[config.mk]
export PLATFORM = sky130hd
export DESIGN_NAME = awb_gain_flat
export DESIGN_NICKNAME = d
export VERILOG_FILES = /design/src/rtl/awb_pkg.sv /design/src/rtl/awb_gain_if.sv /design/src/rtl/awb_divider.sv /design/src/rtl/awb_gain.sv /design/src/flat_wrapper.sv
export SDC_FILE = /design/constraint.sdc
export NUM_CORES = 1
export LEC_CHECK = 0
export CORE_UTILIZATION = 50
export DETAILED_ROUTE_END_ITERATION = 8
export PLACE_DENSITY = 0.77
export REMOVE_ABC_BUFFERS = 1
export SLEW_MARGIN = 20
export SYNTH_ARGS = -nofsm -noshare
export SYNTH_HDL_FRONTEND = slang
export SYNTH_HIERARCHICAL = 1
export SYNTH_SLANG_ARGS = --single-unit
[constraint.sdc]
create_clock -name clk -period 10.2 [get_ports clk]
set_input_delay 2.04 -clock clk [delete_from_list [all_inputs] [get_ports clk]]
set_output_delay 2.04 -clock clk [all_outputs]
set_load 0.005 [all_outputs]
[src/rtl/awb_pkg.sv]
// Shared constants for the gray-world white-balance block: gain format and FSM encoding.
// Latency: n/a (constants only).
// Backpressure: n/a.
package awb_pkg;

    localparam int GAIN_W    = 12;
    localparam int GAIN_FRAC = 8;

    localparam logic [GAIN_W-1:0] GAIN_UNITY = 12'h100;
    localparam logic [GAIN_W-1:0] GAIN_MAX   = 12'hFFF;

    // Statistics / gain-update FSM
    localparam logic [1:0] ST_ACCUM = 2'd0;  // collecting sums, waiting for frame end
    localparam logic [1:0] ST_DIV_R = 2'd1;  // dividing G sum by R sum
    localparam logic [1:0] ST_DIV_B = 2'd2;  // dividing G sum by B sum
    localparam logic [1:0] ST_PEND  = 2'd3;  // results ready, waiting for next frame start

endpackage

[src/rtl/awb_gain_if.sv]
// Pixel stream bundle: raster syncs plus 8-bit RGB, input and output side.
// Latency: n/a (wiring only).
// Backpressure: none; the stream is free-running, timing is set by the source.
interface awb_gain_if;

    logic       in_vsync;
    logic       in_hsync;
    logic       in_den;
    logic [7:0] in_data_R;
    logic [7:0] in_data_G;
    logic [7:0] in_data_B;

    logic       out_vsync;
    logic       out_hsync;
    logic       out_den;
    logic [7:0] out_data_R;
    logic [7:0] out_data_G;
    logic [7:0] out_data_B;

    // master: the video source / sink around the block
    modport master (
        output in_vsync, in_hsync, in_den, in_data_R, in_data_G, in_data_B,
        input  out_vsync, out_hsync, out_den, out_data_R, out_data_G, out_data_B
    );

    // slave: the white-balance block itself
    modport slave (
        input  in_vsync, in_hsync, in_den, in_data_R, in_data_G, in_data_B,
        output out_vsync, out_hsync, out_den, out_data_R, out_data_G, out_data_B
    );

endinterface

[src/rtl/awb_divider.sv]
// Serial restoring unsigned divider, one quotient bit per clock, zero-divisor and clamp handling.
// Latency: done pulses NUM_W+1 clocks after start; quotient is valid while done is high.
// Backpressure: none; start is ignored while running, abort drops the operation immediately.
// Ports: start/abort control, numerator/denominator operands, done pulse, quotient (Q_W bits).
module awb_divider #(
    parameter int NUM_W = 20,
    parameter int DEN_W = 12,
    parameter int Q_W   = 12,
    parameter int FRAC  = 8
) (
    input  logic             clk,
    input  logic             reset_n,
    input  logic             start,
    input  logic             abort,
    input  logic [NUM_W-1:0] numerator,
    input  logic [DEN_W-1:0] denominator,
    output logic             done,
    output logic [Q_W-1:0]   quotient
);

    localparam int CNT_W = $clog2(NUM_W + 1);
    localparam logic [Q_W-1:0] Q_UNITY = Q_W'(1) << FRAC;

    logic [DEN_W-1:0] rem;
    logic [DEN_W-1:0] dvs;
    logic [NUM_W-1:0] quo;      // shifts out numerator bits, shifts in quotient bits
    logic [CNT_W-1:0] cnt;
    logic             run;
    logic [DEN_W:0]   shifted;
    logic [DEN_W-1:0] trial;
    logic             ge;

    always_comb begin
        shifted = {rem, quo[NUM_W-1]};
        ge      = shifted >= {1'b0, dvs};
        // Only used when ge is set, in which case the difference is below dvs and fits DEN_W bits.
        trial   = shifted[DEN_W-1:0] - dvs;
    end

    always_ff @(posedge clk or negedge reset_n) begin
        if (!reset_n) begin
            rem  <= '0;
            dvs  <= '0;
            quo  <= '0;
            cnt  <= '0;
            run  <= 1'b0;
            done <= 1'b0;
        end else begin
            done <= 1'b0;
            if (abort) begin
                run <= 1'b0;
            end else if (start) begin
                rem <= '0;
                dvs <= denominator;
                quo <= numerator;
                cnt <= CNT_W'(NUM_W);
                run <= 1'b1;
            end else if (run) begin
                rem <= ge ? trial : shifted[DEN_W-1:0];
                quo <= {quo[NUM_W-2:0], ge};
                cnt <= cnt - CNT_W'(1);
                if (cnt == CNT_W'(1)) begin
                    run  <= 1'b0;
                    done <= 1'b1;
                end
            end
        end
    end

    // A zero divisor leaves the channel at unity; anything above the gain range saturates.
    always_comb begin
        if (dvs == '0)
            quotient = Q_UNITY;
        else if (|quo[NUM_W-1:Q_W])
            quotient = '1;
        else
            quotient = quo[Q_W-1:0];
    end

endmodule

[src/rtl/awb_gain.sv]
// Gray-world auto white balance: per-frame RGB sums -> R/B gains (G/R, G/B) applied on the next frame.
// Latency: 2 clocks from in_* to out_*; gains update only at a vsync rising edge.
// Backpressure: none; a too-short vertical blank abandons the gain update and keeps old gains.
// Ports: clk, reset_n, awb_en (0 = unity gains), vid (pixel stream in/out), gain_r/gain_b status, busy.
module awb_gain #(
    parameter int source_h  = 512,
    parameter int source_v  = 512,
    parameter int GAIN_W    = awb_pkg::GAIN_W,
    parameter int GAIN_FRAC = awb_pkg::GAIN_FRAC
) (
    input  logic              clk,
    input  logic              reset_n,
    input  logic              awb_en,
    awb_gain_if.slave         vid,
    output logic [GAIN_W-1:0] gain_r,
    output logic [GAIN_W-1:0] gain_b,
    output logic              busy
);
    import awb_pkg::*;

    localparam int SUM_W  = $clog2(source_h * source_v) + 8;
    localparam int NUM_W  = SUM_W + GAIN_FRAC;
    localparam int PROD_W = GAIN_W + 8;
    localparam logic [GAIN_W-1:0] G_UNITY = GAIN_W'(1) << GAIN_FRAC;

    logic              vs_d;
    logic              vs_rise;
    logic              frame_end;
    logic [1:0]        state;
    logic [SUM_W-1:0]  sum_r, sum_g, sum_b;
    logic [NUM_W-1:0]  num_reg;
    logic [SUM_W-1:0]  den_b_reg;
    logic [NUM_W-1:0]  div_num;
    logic [SUM_W-1:0]  div_den;
    logic              div_start, div_abort, div_done;
    logic [GAIN_W-1:0] div_q, q_r, q_b;
    logic [GAIN_W-1:0] g_eff_r, g_eff_b;
    logic              s1_vs, s1_hs, s1_den;
    logic [PROD_W-1:0] p_r, p_b;
    logic [7:0]        s1_g;

    function automatic logic [7:0] scale_sat(input logic [PROD_W-1:0] p);
        logic [PROD_W-1:0] s;
        s = p >> GAIN_FRAC;
        return (|s[PROD_W-1:8]) ? 8'hFF : s[7:0];
    endfunction

    assign vs_rise   = vid.in_vsync & ~vs_d;
    assign frame_end = vs_d & ~vid.in_vsync;
    assign busy      = (state == ST_DIV_R) || (state == ST_DIV_B);

    // R division starts straight from the live sums on the frame-end cycle; B reuses the snapshot.
    assign div_num   = (state == ST_ACCUM) ? {sum_g, {GAIN_FRAC{1'b0}}} : num_reg;
    assign div_den   = (state == ST_ACCUM) ? sum_r : den_b_reg;
    assign div_start = ((state == ST_ACCUM) && frame_end) ||
                       ((state == ST_DIV_R) && div_done && !vs_rise);
    assign div_abort = busy && vs_rise;

    awb_divider #(
        .NUM_W (NUM_W),
        .DEN_W (SUM_W),
        .Q_W   (GAIN_W),
        .FRAC  (GAIN_FRAC)
    ) u_div (
        .clk         (clk),
        .reset_n     (reset_n),
        .start       (div_start),
        .abort       (div_abort),
        .numerator   (div_num),
        .denominator (div_den),
        .done        (div_done),
        .quotient    (div_q)
    );

    // Frame statistics
    always_ff @(posedge clk or negedge reset_n) begin
        if (!reset_n) begin
            vs_d      <= 1'b0;
            sum_r     <= '0;
            sum_g     <= '0;
            sum_b     <= '0;
            num_reg   <= '0;
            den_b_reg <= '0;
        end else begin
            vs_d <= vid.in_vsync;
            if (frame_end) begin
                num_reg   <= {sum_g, {GAIN_FRAC{1'b0}}};
                den_b_reg <= sum_b;
                sum_r     <= '0;
                sum_g     <= '0;
                sum_b     <= '0;
            end else if (vid.in_vsync && vid.in_den) begin
                sum_r <= sum_r + SUM_W'(vid.in_data_R);
                sum_g <= sum_g + SUM_W'(vid.in_data_G);
                sum_b <= sum_b + SUM_W'(vid.in_data_B);
            end
        end
    end

    // Gain computation sequencing
    always_ff @(posedge clk or negedge reset_n) begin
        if (!reset_n) begin
            state  <= ST_ACCUM;
            q_r    <= G_UNITY;
            q_b    <= G_UNITY;
            gain_r <= G_UNITY;
            gain_b <= G_UNITY;
        end else begin
            case (state)
                ST_ACCUM: if (frame_end) state <= ST_DIV_R;
                ST_DIV_R: begin
                    if (vs_rise) begin
                        state <= ST_ACCUM;
                    end else if (div_done) begin
                        q_r   <= div_q;
                        state <= ST_DIV_B;
                    end
                end
                ST_DIV_B: begin
                    if (vs_rise) begin
                        state <= ST_ACCUM;
                    end else if (div_done) begin
                        q_b   <= div_q;
                        state <= ST_PEND;
                    end
                end
                ST_PEND: begin
                    if (vs_rise) begin
                        gain_r <= q_r;
                        gain_b <= q_b;
                        state  <= ST_ACCUM;
                    end
                end
                default: state <= ST_ACCUM;
            endcase
        end
    end

    // Pixel datapath: multiply, then shift/saturate
    assign g_eff_r = awb_en ? gain_r : G_UNITY;
    assign g_eff_b = awb_en ? gain_b : G_UNITY;

    always_ff @(posedge clk or negedge reset_n) begin
        if (!reset_n) begin
            s1_vs          <= 1'b0;
            s1_hs          <= 1'b0;
            s1_den         <= 1'b0;
            p_r            <= '0;
            p_b            <= '0;
            s1_g           <= '0;
            vid.out_vsync  <= 1'b0;
            vid.out_hsync  <= 1'b0;
            vid.out_den    <= 1'b0;
            vid.out_data_R <= '0;
            vid.out_data_G <= '0;
            vid.out_data_B <= '0;
        end else begin
            s1_vs  <= vid.in_vsync;
            s1_hs  <= vid.in_hsync;
            s1_den <= vid.in_den;
            p_r    <= PROD_W'(vid.in_data_R) * PROD_W'(g_eff_r);
            p_b    <= PROD_W'(vid.in_data_B) * PROD_W'(g_eff_b);
            s1_g   <= vid.in_data_G;

            vid.out_vsync  <= s1_vs;
            vid.out_hsync  <= s1_hs;
            vid.out_den    <= s1_den;
            vid.out_data_R <= s1_den ? scale_sat(p_r) : 8'd0;
            vid.out_data_G <= s1_den ? s1_g : 8'd0;
            vid.out_data_B <= s1_den ? scale_sat(p_b) : 8'd0;
        end
    end

endmodule

[src/flat_wrapper.sv]
// flat-port wrapper written by rule: the top's interface ports become plain ports
module awb_gain_flat import awb_pkg::*;
#(
    parameter int source_h  = 512,
    parameter int source_v  = 512,
    parameter int GAIN_W    = awb_pkg::GAIN_W,
    parameter int GAIN_FRAC = awb_pkg::GAIN_FRAC
)
  (clk, reset_n, awb_en, gain_r, gain_b, busy, vid_in_vsync, vid_in_hsync, vid_in_den, vid_in_data_R, vid_in_data_G, vid_in_data_B, vid_out_vsync, vid_out_hsync, vid_out_den, vid_out_data_R, vid_out_data_G, vid_out_data_B);
  awb_gain_if vid_i ();
  input  logic clk;
  input  logic reset_n;
  input  logic awb_en;
  output logic [GAIN_W-1:0] gain_r;
  output logic [GAIN_W-1:0] gain_b;
  output logic busy;
  input wire logic [$bits(vid_i.in_vsync)-1:0] vid_in_vsync;
  input wire logic [$bits(vid_i.in_hsync)-1:0] vid_in_hsync;
  input wire logic [$bits(vid_i.in_den)-1:0] vid_in_den;
  input wire logic [$bits(vid_i.in_data_R)-1:0] vid_in_data_R;
  input wire logic [$bits(vid_i.in_data_G)-1:0] vid_in_data_G;
  input wire logic [$bits(vid_i.in_data_B)-1:0] vid_in_data_B;
  output wire logic [$bits(vid_i.out_vsync)-1:0] vid_out_vsync;
  output wire logic [$bits(vid_i.out_hsync)-1:0] vid_out_hsync;
  output wire logic [$bits(vid_i.out_den)-1:0] vid_out_den;
  output wire logic [$bits(vid_i.out_data_R)-1:0] vid_out_data_R;
  output wire logic [$bits(vid_i.out_data_G)-1:0] vid_out_data_G;
  output wire logic [$bits(vid_i.out_data_B)-1:0] vid_out_data_B;
  assign vid_i.in_vsync = vid_in_vsync;
  assign vid_i.in_hsync = vid_in_hsync;
  assign vid_i.in_den = vid_in_den;
  assign vid_i.in_data_R = vid_in_data_R;
  assign vid_i.in_data_G = vid_in_data_G;
  assign vid_i.in_data_B = vid_in_data_B;
  assign vid_out_vsync = vid_i.out_vsync;
  assign vid_out_hsync = vid_i.out_hsync;
  assign vid_out_den = vid_i.out_den;
  assign vid_out_data_R = vid_i.out_data_R;
  assign vid_out_data_G = vid_i.out_data_G;
  assign vid_out_data_B = vid_i.out_data_B;
  awb_gain #(.source_h(source_h), .source_v(source_v), .GAIN_W(GAIN_W), .GAIN_FRAC(GAIN_FRAC)) u_core (.clk(clk), .reset_n(reset_n), .awb_en(awb_en), .vid(vid_i), .gain_r(gain_r), .gain_b(gain_b), .busy(busy));
endmodule
**Word-level counts from Yosys, hierarchy flattened**

Cells that the tools add are included.

- Output and inout bits: 52
- Bits of input ports: 30
- Flip-flop bits (word level): 352
- Logic and storage cells: 110

- Multiply operators: 2
- Bitwise logic cells: 6
- Reductions and logical operators: 21
- $add $sub $neg: 5
- Muxes and demuxes: 39
- Equality and inequality tests: 8
- Order comparisons: 1

Operators with widths:

| operator | count |
|---|---|
| 2-to-1 mux 26 bit | 10 |
| 2-to-1 mux 34 bit | 3 |
| adder 26 x 8 -> 26 bit | 3 |
| 2-to-1 mux 12 bit | 4 |
| multiplier 8 x 12 -> 20 bit | 2 |
| 2-to-1 mux 8 bit | 5 |
| greater-or-equal comparator 27 x 26 -> 1 bit | 1 |
| logical NOT 26 bit | 1 |
| subtractor 26 bit | 1 |
| OR reduction 22 bit | 1 |
| 2-to-1 mux 2 bit | 6 |
| 2-to-1 mux 6 bit | 2 |
| 2-to-1 mux 1 bit | 8 |
| one-hot mux 2 bit (4 select lines) | 1 |
| OR reduction 4 bit | 2 |
| equality test 6 x 1 -> 1 bit (second input constant) | 1 |
| inequality test 3 x 2 -> 1 bit (second input constant) | 2 |
| AND reduction 2 bit | 3 |
| AND reduction 3 bit | 2 |
| subtractor 6 x 1 -> 6 bit (second input constant) | 1 |
| logical AND 1 bit | 5 |
| equality test 2 bit (second input constant) | 2 |
| inequality test 2 x 1 -> 1 bit (second input constant) | 2 |
| inverter 1 bit | 4 |
| 7 further kinds | 10 |

**Longest topological paths before layout**

Gate-level depths: netlist of run 1.

- Depth after elaboration: 7
- Gate-level depth with buffers: 19
- Gate-level depth less buffers: 17

**Hierarchy**

Netlist of run 1, hierarchy kept.

By module, submodules not included:

| module | times used | sequential area each (um2) | area an instance (um2) | cells an instance |
|---|---|---|---|---|
| awb_gain | 1 | 6060.8 | 16822.4 | 1670 |
| awb_divider | 1 | 2352.3 | 5805.6 | 640 |

**Worst setup path before layout of run 1**

Ideal clock, no wire load.

- Kind: input to register
- From: in awb_en
- To: reg u_core.p_r[16]
- Slack: 3689 ps
- Buffers on the path: 3
- Setup time: 80 ps
- Stages on the path: 18
- Data required time: 10120 ps
- Arrival: 6431 ps
- Path through: buf_2 clkbuf_1 clkbuf_1 nand3_1 fa_1 inv_1 fa_1 fa_1 inv_1 fa_1 inv_1 ha_1 a21oi_1 nand3b_1 o2bb2ai_1 o22ai_2 o31ai_1 xnor2_1

- Longest elaborated chain between the ends: 2

Ends and longest elaborated chain:

| element | RTL line | RTL |
|---|---|---|
| start, declared | flat_wrapper.sv:13 | `input logic awb_en;` |
| 2-to-1 mux 12 bit | awb_gain.sv:140 | `assign g_eff_r = awb_en ? gain_r : G_UNITY;` |
| multiplier 8 x 12 -> 20 bit | awb_gain.sv:161 | `p_r <= PROD_W'(vid.in_data_R) * PROD_W'(g_eff_r);` |
| end signal, assigned | awb_gain.sv:161 |  |
| end, declared | awb_gain.sv:39 | `logic [PROD_W-1:0] p_r, p_b;` |

No other way between the ends.
A chain may end at the register's enable or synchronous reset.

**Worst setup path in the final report of run 1**

- From: in awb_en
- To: reg u_core.p_b[18]

- Longest elaborated chain between the ends: 2

Ends and longest elaborated chain:

| element | RTL line | RTL |
|---|---|---|
| 2-to-1 mux 12 bit | awb_gain.sv:141 | `assign g_eff_b = awb_en ? gain_b : G_UNITY;` |
| multiplier 8 x 12 -> 20 bit | awb_gain.sv:162 | `p_b <= PROD_W'(vid.in_data_B) * PROD_W'(g_eff_b);` |
| end signal, assigned | awb_gain.sv:162 |  |
| end, declared | awb_gain.sv:39 |  |

No other way between the ends.

==> summary.txt, run 1 <==
STA
  – Endpoints failing setup: 0
  – Max Freq: 0.146 GHz
  – Final hold violations: 0
  – Final count of pins violating max slew: 0
  – Clock skew: 0.0192 ns
  – Max_slew headroom: 31.2%
  – Fin crit share: 67.0%
  – RSZ-0062 raised after global routing: false
  – Slew @ Worst Pin: 1.02 ns
  – Crit path setup slack, layout: 3.37 ns
  – Post-route minimum period: 6.83 ns

GRT
  – Initial antenna violation count: 0
  – Met3 usage: 2.99%
  – Remaining global-route overflow: 0
  – Largest net degree at the start of global routing: 173
  – GRT Util Overall: 23.3%
  – M2 GR Usage: 39.8%
  – Global route hottest layer: met2
  – First-pass GRT wire length: 88500 um
  – Met1 Usage GRT: 30.1%
  – Vias in the first global route: 17698

Finish
  – Final nets: 2617
  – N_diodes: 0
  – Fillers: 3648
  – Post-Layout Cell Count: 2953
  – P&R area growth vs syn: 11.0%
  – Max reg flops: 34
  – Fraction of final layout cells sized beyond drive strength 1: 9.11%
  – Largest Register: u_core/u_div/quo

CTS
  – Max clock buf depth: 3
  – Postcts setup bufs: 0
  – Clock root buffer: clkbuf_16
  – CTS tree: done
  – CTS sink count: 336
  – Post-CTS sizing: 0
  – # hold bufs at CTS: 0
  – Worst-path clk slew: 0.06 ns
  – CTS buffer count: 37
  – H-tree depth: 2
  – Worst skew pair latency: 0.55 ns

Route
  – TritonRoute pass-1 iters: 6
  – Residual DRC: 0
  – 1st-iter DRT viols: 1595
  – Vias: 17347
  – Via density: 5.87
  – Final wirelength: 53200 um
  – Antenna-violating nets left: 0
  – Wire length per cell: 18.0 um

Power
  – Pwr Total: 0.00588 W
  – Max VDD drop: 138 uV
  – Power density cells: 234 mW/mm2
  – Leakage power: 12.8 nW

Critical path
  – CP Class: in2reg
  – CP max stage cell: buf_4
  – RR Endpoint: u_core/p_r[18]
  – Max FO, Critical Path: 99
  – Crit-path leading delay family: adder cells
  – Reg2Reg Setup Slack: 5.27 ns
  – Buf+Inv Stages, Crit Path: 4
  – Most Frequent Cell on Critical Path: fa_1
  – Setup crit end kind: flop
  – R2R depth: 14
  – CP Launch Point: awb_en
  – Worst EP required: 10.63 ns
  – RR Startpoint: u_core/gain_r[4]
  – WP data arrival: 7.26 ns
  – Crit path launch type: input port
  – Critical Path, Cell by Cell: buf_4 -> buf_4 -> nand2b_1 -> and2_1 -> fa_1 -> fa_1 -> fa_1 -> inv_1 -> fa_1 -> inv_1 -> ha_1 -> or3_1 -> a21o_1 -> a41oi_1 -> o21ai_0 -> xor2_1
  – Critical path's largest stage delay: 0.65 ns

Logic synthesis
  – Yosys top cell area share: 36.7%
  – Asr flop ratio synth: 100%
  – Top FF cell, synth: dfrtp_1
  – Post-synth top area cell: dfrtp_1
  – Post-Syn Instances: 2310
  – #FFs+latches synth: 336
  – YS warnings: 6
  – Syn_area_per_cell: 9.80 um2
  – Largest cells by area after synthesis: dfrtp_1, fa_1, ha_1, nand2_1, mux2_2
  – Seq/Total Area, Yosys: 37.2%
  – Post-synth EDFFs: 0
  – Post-Syn Area: 0.0226 mm2
  – Synth unique cells: 90

Placement
  – Cells after DPL: 2888
  – Setup WS pre-CTS: 2.87 ns
  – Hpwl dp: 36800 um
  – GP Congestion: 0.884
  – PortBufs: 81

Floorplan
  – Chip height: 215 um
  – Row Count: 77
  – CORE AREA: 0.0444 mm2
  – Die ar.: 0.0461 mm2
  – Initial Utilization: 50.9%
  – I/O pins: 82
  – Die X: 215 um

Min path
  – HP Start: u_core/s1_hs
  – Hold EP: u_core/vid.out_hsync
  – Hold Path Class: reg2reg
  – WHS Path Cells: 0

Status
  – Outcome: finished, final reports clean

Run
  – Number of max-cap violations: 0
## cells in the mapped netlist (6+ instances only)
master     count
nand2_1      333
dfrtp_1      332
inv_1        204
and3_1       149
ha_1         130
o21ai_0      125
fa_1         122
mux2_2       102
clkbuf_1      91
mux2i_1       74
a21oi_1       72
nand3_1       62
nor2_1        56
xnor2_1       47
a21o_1        33
and2_1        28
o21a_1        28
xor2_1        23
nor3_1        21
nand4_1       18
nor4_1        16
a31oi_1       13
o31ai_1       13
o211ai_1      12
o21bai_1      11
o21ai_1       10
or4_1         10
a22oi_1        9
nor2b_1        9
or3_1          9
a211oi_1       7
a22o_1         7
a2bb2oi_1      7
a32oi_1        7
and4_1         6
buf_1          6
nand2b_1       6
## layer usage
metal,vias to the layer above,share of wire [%]
met5,-,0
met1,8708,43
met2,535,49
met4,0,3.3
met3,120,5.1
li1,7984,-
## cell usage in the layout (no fill, tap or decap), drive strengths merged, types with 14 or more instances in the layout
master,netlist,final
clkbuf,97,50
mux2i,74,74
xor2,23,23
inv,204,208
nand4,18,18
fa,122,122
buf,17,14
dfrtp,332,332
nor3,21,21
ha,130,130
o21ai,136,136
o21a,28,28
nor2,58,58
and3,152,152
and2,29,29
clkdlybuf4s50,0,79
nand3,63,63
xnor2,47,47
mux2,102,102
a21o,34,34
nor4,17,17
nand2,334,334
a21oi,72,72
## through the flow
step | setup TNS, ns | area (um2) | hold slack (ns) | utilization (%)
6_report | 0 | 25100 | 0.344 | 56.5
5_1_grt | 0 | 25100 | 0.354 | 56.5
4_1_cts | 0 | 25100 | 0.347 | 56.5
3_5_place_dp | 0 | 23900 | 0.341 | 53.7
3_3_place_gp | 0 | 23800 | 0.334 | 53.7
2_1_floorplan | -7.95 | 22100 | 0.331 | -
## logic make-up (layout without fill, tap and decap cells)
family	after synthesis	in the layout	synth area share [%]
muxes	176	176	8.35
and+or+nand+nor	755	755	16.6
DFF	336	336	37.2
adders and majority gates	252	252	18.0
xor gates and xnor gates	70	70	2.71
buffers and inverters	318	362	5.68
AOI/OAI and AO/OA	402	402	11.5
other	1	8	0.0166
## report_power, final
group          total, W  internal, W  switching, W
clock           0.00138     0.000823      0.000556
sequential      0.00187      0.00162      0.000247
combinational   0.00263      0.00108       0.00155
## final cells by class
cell class / instances / area (um2) / share of cell area, %
clock inverter: 15 / 180 / 0.718
sequential: 336 / 8410 / 33.5
timing repair buffer: 93 / 916 / 3.65
clock buffer: 50 / 1080 / 4.29
inverter: 204 / 766 / 3.05
tap: 592 / 741 / 2.95
multi-input combinational: 1663 / 13000 / 51.8
## worst max-delay path by stage
stage / endpoint / slack [ns] / cells past startpoint
finish: u_core/p_b[18] / 3.37 / 16
global route: u_core/p_b[17] / 3.05 / 16
CTS: u_core/p_b[18] / 3.45 / 16
detailed placement: u_core/p_b[18] / 2.87 / 16
global placement: u_core/p_b[18] / 3.11 / 16
floorplan: u_core/u_div/cnt[4] / -0.80 / 7
Power figures use the tool's default switching activity.
==> inputs of run 2 (changes only) <==
PLACE_DENSITY = 0.8   (was 0.77)
clock period = 6.2 ns   (was 10.2 ns; I/O delays follow)
==> summary.txt, run 2 (synthesis gave the netlist of run 1 again) <==
Critical path
  – Worst EP required: 6.68 ns (was 10.63 ns)
  – Worst path depth: 15 (was 16)
  – Most Frequent Cell on Critical Path: fa_1 (unchanged)
  – Critical path's largest stage delay: 0.68 ns (was 0.65 ns)
  – WP data arrival: 6.26 ns (was 7.26 ns)
  – CP Launch Point: vid_in_data_R[3] (was awb_en)
  – Reg2Reg Setup Slack: 1.27 ns (was 5.27 ns)
  – RR Startpoint: u_core/gain_r[1] (was u_core/gain_r[4])
  – CP Class: in2reg (unchanged)
  – Buf+Inv Stages, Crit Path: 3 (was 4)
  – R2R depth: 14 (unchanged)
  – Crit-path leading delay family: adder cells (unchanged)
  – Max FO, Critical Path: 13 (was 99)
  – Setup crit end kind: flop (unchanged)
  – Crit path launch type: input port (unchanged)
  – RR Endpoint: u_core/p_r[16] (was u_core/p_r[18])
  – CP max stage cell: clkdlybuf4s50_1 (was buf_4)
  – Critical Path, Cell by Cell: clkdlybuf4s50_1 -> and3_1 -> fa_1 -> fa_1 -> fa_1 -> inv_1 -> fa_1 -> inv_1 -> ha_1 -> a21oi_1 -> nand3b_1 -> o2bb2ai_1 -> o22ai_2 -> o31ai_1 -> xnor2_1 (was buf_4 -> buf_4 -> nand2b_1 -> and2_1 -> fa_1 -> fa_1 -> fa_1 -> inv_1 -> fa_1 -> inv_1 -> ha_1 -> or3_1 -> a21o_1 -> a41oi_1 -> o21ai_0 -> xor2_1)

Min path
  – WHS Path Cells: 0 (unchanged)
  – HP Start: u_core/s1_hs (unchanged)
  – Hold EP: u_core/vid.out_hsync (unchanged)
  – Hold Path Class: reg2reg (unchanged)

STA
  – Fin crit share: 93.3%
  – Slew @ Worst Pin: 1.11 ns (was 1.02 ns)
  – Final count of pins violating max slew: 0 (unchanged)
  – Max Freq: 0.173 GHz
  – Clock skew: 0.0150 ns (was 0.0192 ns)
  – Endpoints failing setup: 0 (unchanged)
  – Post-route minimum period: 5.78 ns
  – RSZ-0062 raised after global routing: false (unchanged)
  – Final hold violations: 0 (unchanged)
  – Hold Slack: 0.352 ns (was 0.344 ns)
  – Max_slew headroom: 25.5% (was 31.2%)

Floorplan
  – I/O pins: 82 (unchanged)
  – Initial Utilization: 50.9% (unchanged)
  – Row Count: 77 (unchanged)
  – Die ar.: 0.0461 mm2 (unchanged)
  – Die X: 215 um (unchanged)
  – Chip height: 215 um (unchanged)
  – CORE AREA: 0.0444 mm2 (unchanged)

CTS
  – Postcts setup bufs: 0 (unchanged)
  – Worst-path clk slew: 0.06 ns (about the same)
  – H-tree depth: 2 (unchanged)
  – Worst skew pair latency: 0.56 ns (was 0.55 ns)
  – # hold bufs at CTS: 0 (unchanged)
  – Clock root buffer: clkbuf_16 (unchanged)
  – Max clock buf depth: 3 (unchanged)
  – CTS buffer count: 37 (unchanged)
  – CTS tree: done (unchanged)
  – Post-CTS sizing: 0 (unchanged)
  – CTS sink count: 336 (unchanged)

Power
  – Max VDD drop: 336 uV (was 138 uV)
  – Leakage power: 12.8 nW (about the same)
  – Power share of the clock group: 24.1% (was 23.4%)
  – Pint: 0.00586 W (was 0.00352 W)
  – Power density cells: 383 mW/mm2 (was 234 mW/mm2)
  – Switching share of total power: 39.5% (was 40.1%)
  – Sequential power share: 31.8% (about the same)
  – Comb power frac: 44.0% (was 44.8%)
  – Psw: 0.00383 W (was 0.00236 W)

GRT
  – Remaining global-route overflow: 0 (unchanged)
  – First-pass GRT wire length: 88300 um (was 88500 um)
  – GRT Util Overall: 23.2% (was 23.3%)
  – Largest net degree at the start of global routing: 131 (was 173)
  – Vias in the first global route: 18083 (was 17698)
  – Initial antenna violation count: 0 (unchanged)

Route
  – Final wirelength: 53200 um (about the same)
  – 1st-iter DRT viols: 1588 (was 1595)
  – Wire length per cell: 17.9 um (was 18.0 um)
  – TritonRoute pass-1 iters: 5 (was 6)
  – Via density: 5.89 (was 5.87)
  – Vias: 17471 (was 17347)
  – Antenna-violating nets left: 0 (unchanged)
  – Residual DRC: 0 (unchanged)

Finish
  – Largest Register: u_core/u_div/quo (unchanged)
  – Final Cell Area: 0.0253 mm2 (was 0.0251 mm2)
  – N_diodes: 0 (unchanged)
  – Commonest non-fill, non-tap cell in the layout: nand2_1
  – Fraction of final layout cells sized beyond drive strength 1: 9.72% (was 9.11%)
  – Final nets: 2633 (was 2617)
  – P&R area growth vs syn: 11.7% (was 11.0%)
  – Commonest cells after routing, fill and taps aside: nand2_1, dfrtp_1, inv_1 (unchanged)
  – Max reg flops: 34 (unchanged)

Placement
  – GP Congestion: 0.907 (was 0.884)
  – PortBufs: 81 (unchanged)
  – DP Area: 0.0240 mm2 (was 0.0239 mm2)
  – Hpwl dp: 36900 um (was 36800 um)

Status
  – Outcome: finished, final reports clean (unchanged)

Run
  – Number of max-cap violations: 0 (unchanged)
-- run 2: cell types whose count changed in the layout (fill, tap and decap cells not counted), sizes merged --
cell / change
buf: +16
bufinv: +2
clkbuf: -3
clkinv: -2
clkinvlp: +3
inv: -1
-- run 2: routing by layer --
layer | vias up | share of wire [%] | global-route usage, %
li1 | 8005 | - | -
met1 | 8757 | 41 | 28.8
met2 | 562 | 51 | 40.6
met3 | 147 | 4.8 | 3.14
met4 | 0 | 3.4 | 9.29
met5 | - | 0 | 0
-- run 2: how the worst max path moves through the flow --
| stage | slack [ns] | to |
|---|---|---|
| 2_1_floorplan | -4.00 | u_core/u_div/cnt[4] |
| 3_3_place_gp | 0.10 | u_core/p_r[16] |
| 3_5_place_dp | -0.04 | u_core/p_r[16] |
| 4_1_cts | 0.53 | u_core/p_r[16] |
| 5_1_grt | 0.28 | u_core/p_r[16] |
| 6_report | 0.42 | u_core/p_r[16] |
-- run 2: power groups by stage --
stage / logic (W) / registers, W / clock network (W)
2_1_floorplan: 0.00308 / 0.00296 / 0
3_3_place_gp: 0.00402 / 0.00308 / 0
3_5_place_dp: 0.00418 / 0.00311 / 0
4_1_cts: 0.00422 / 0.00307 / 0.00238
5_1_grt: 0.00471 / 0.00314 / 0.00247
6_report: 0.00426 / 0.00308 / 0.00234
-- run 2: final cells by class --
| class | count | area [um2] |
|---|---|---|
| inverters | 204 | 766 |
| repair buffers | 109 | 1040 |
| fillers | 3611 | 19100 |
| clock inverters | 17 | 251 |
| flip-flops and latches | 336 | 8410 |
| multi-input cells | 1663 | 13000 |
| well taps | 592 | 741 |
| clock buffers | 47 | 1040 |
-- run 2: per-stage QoR --
step | instances | TNS [ns] | util [%] | total power (W) | setup slack (ns)
finish | 2968 | 0 | 56.9 | 0.00969 | 0.417
floorplan | 2203 | -262.17 | - | 0.00604 | -4.00
global placement | 2904 | 0 | 53.9 | 0.00711 | 0.102
CTS | 2968 | 0 | 56.9 | 0.00968 | 0.532
detailed placement | 2904 | -0.0424 | 53.9 | 0.00728 | -0.0424
global route | 2968 | 0 | 56.9 | 0.0103 | 0.281
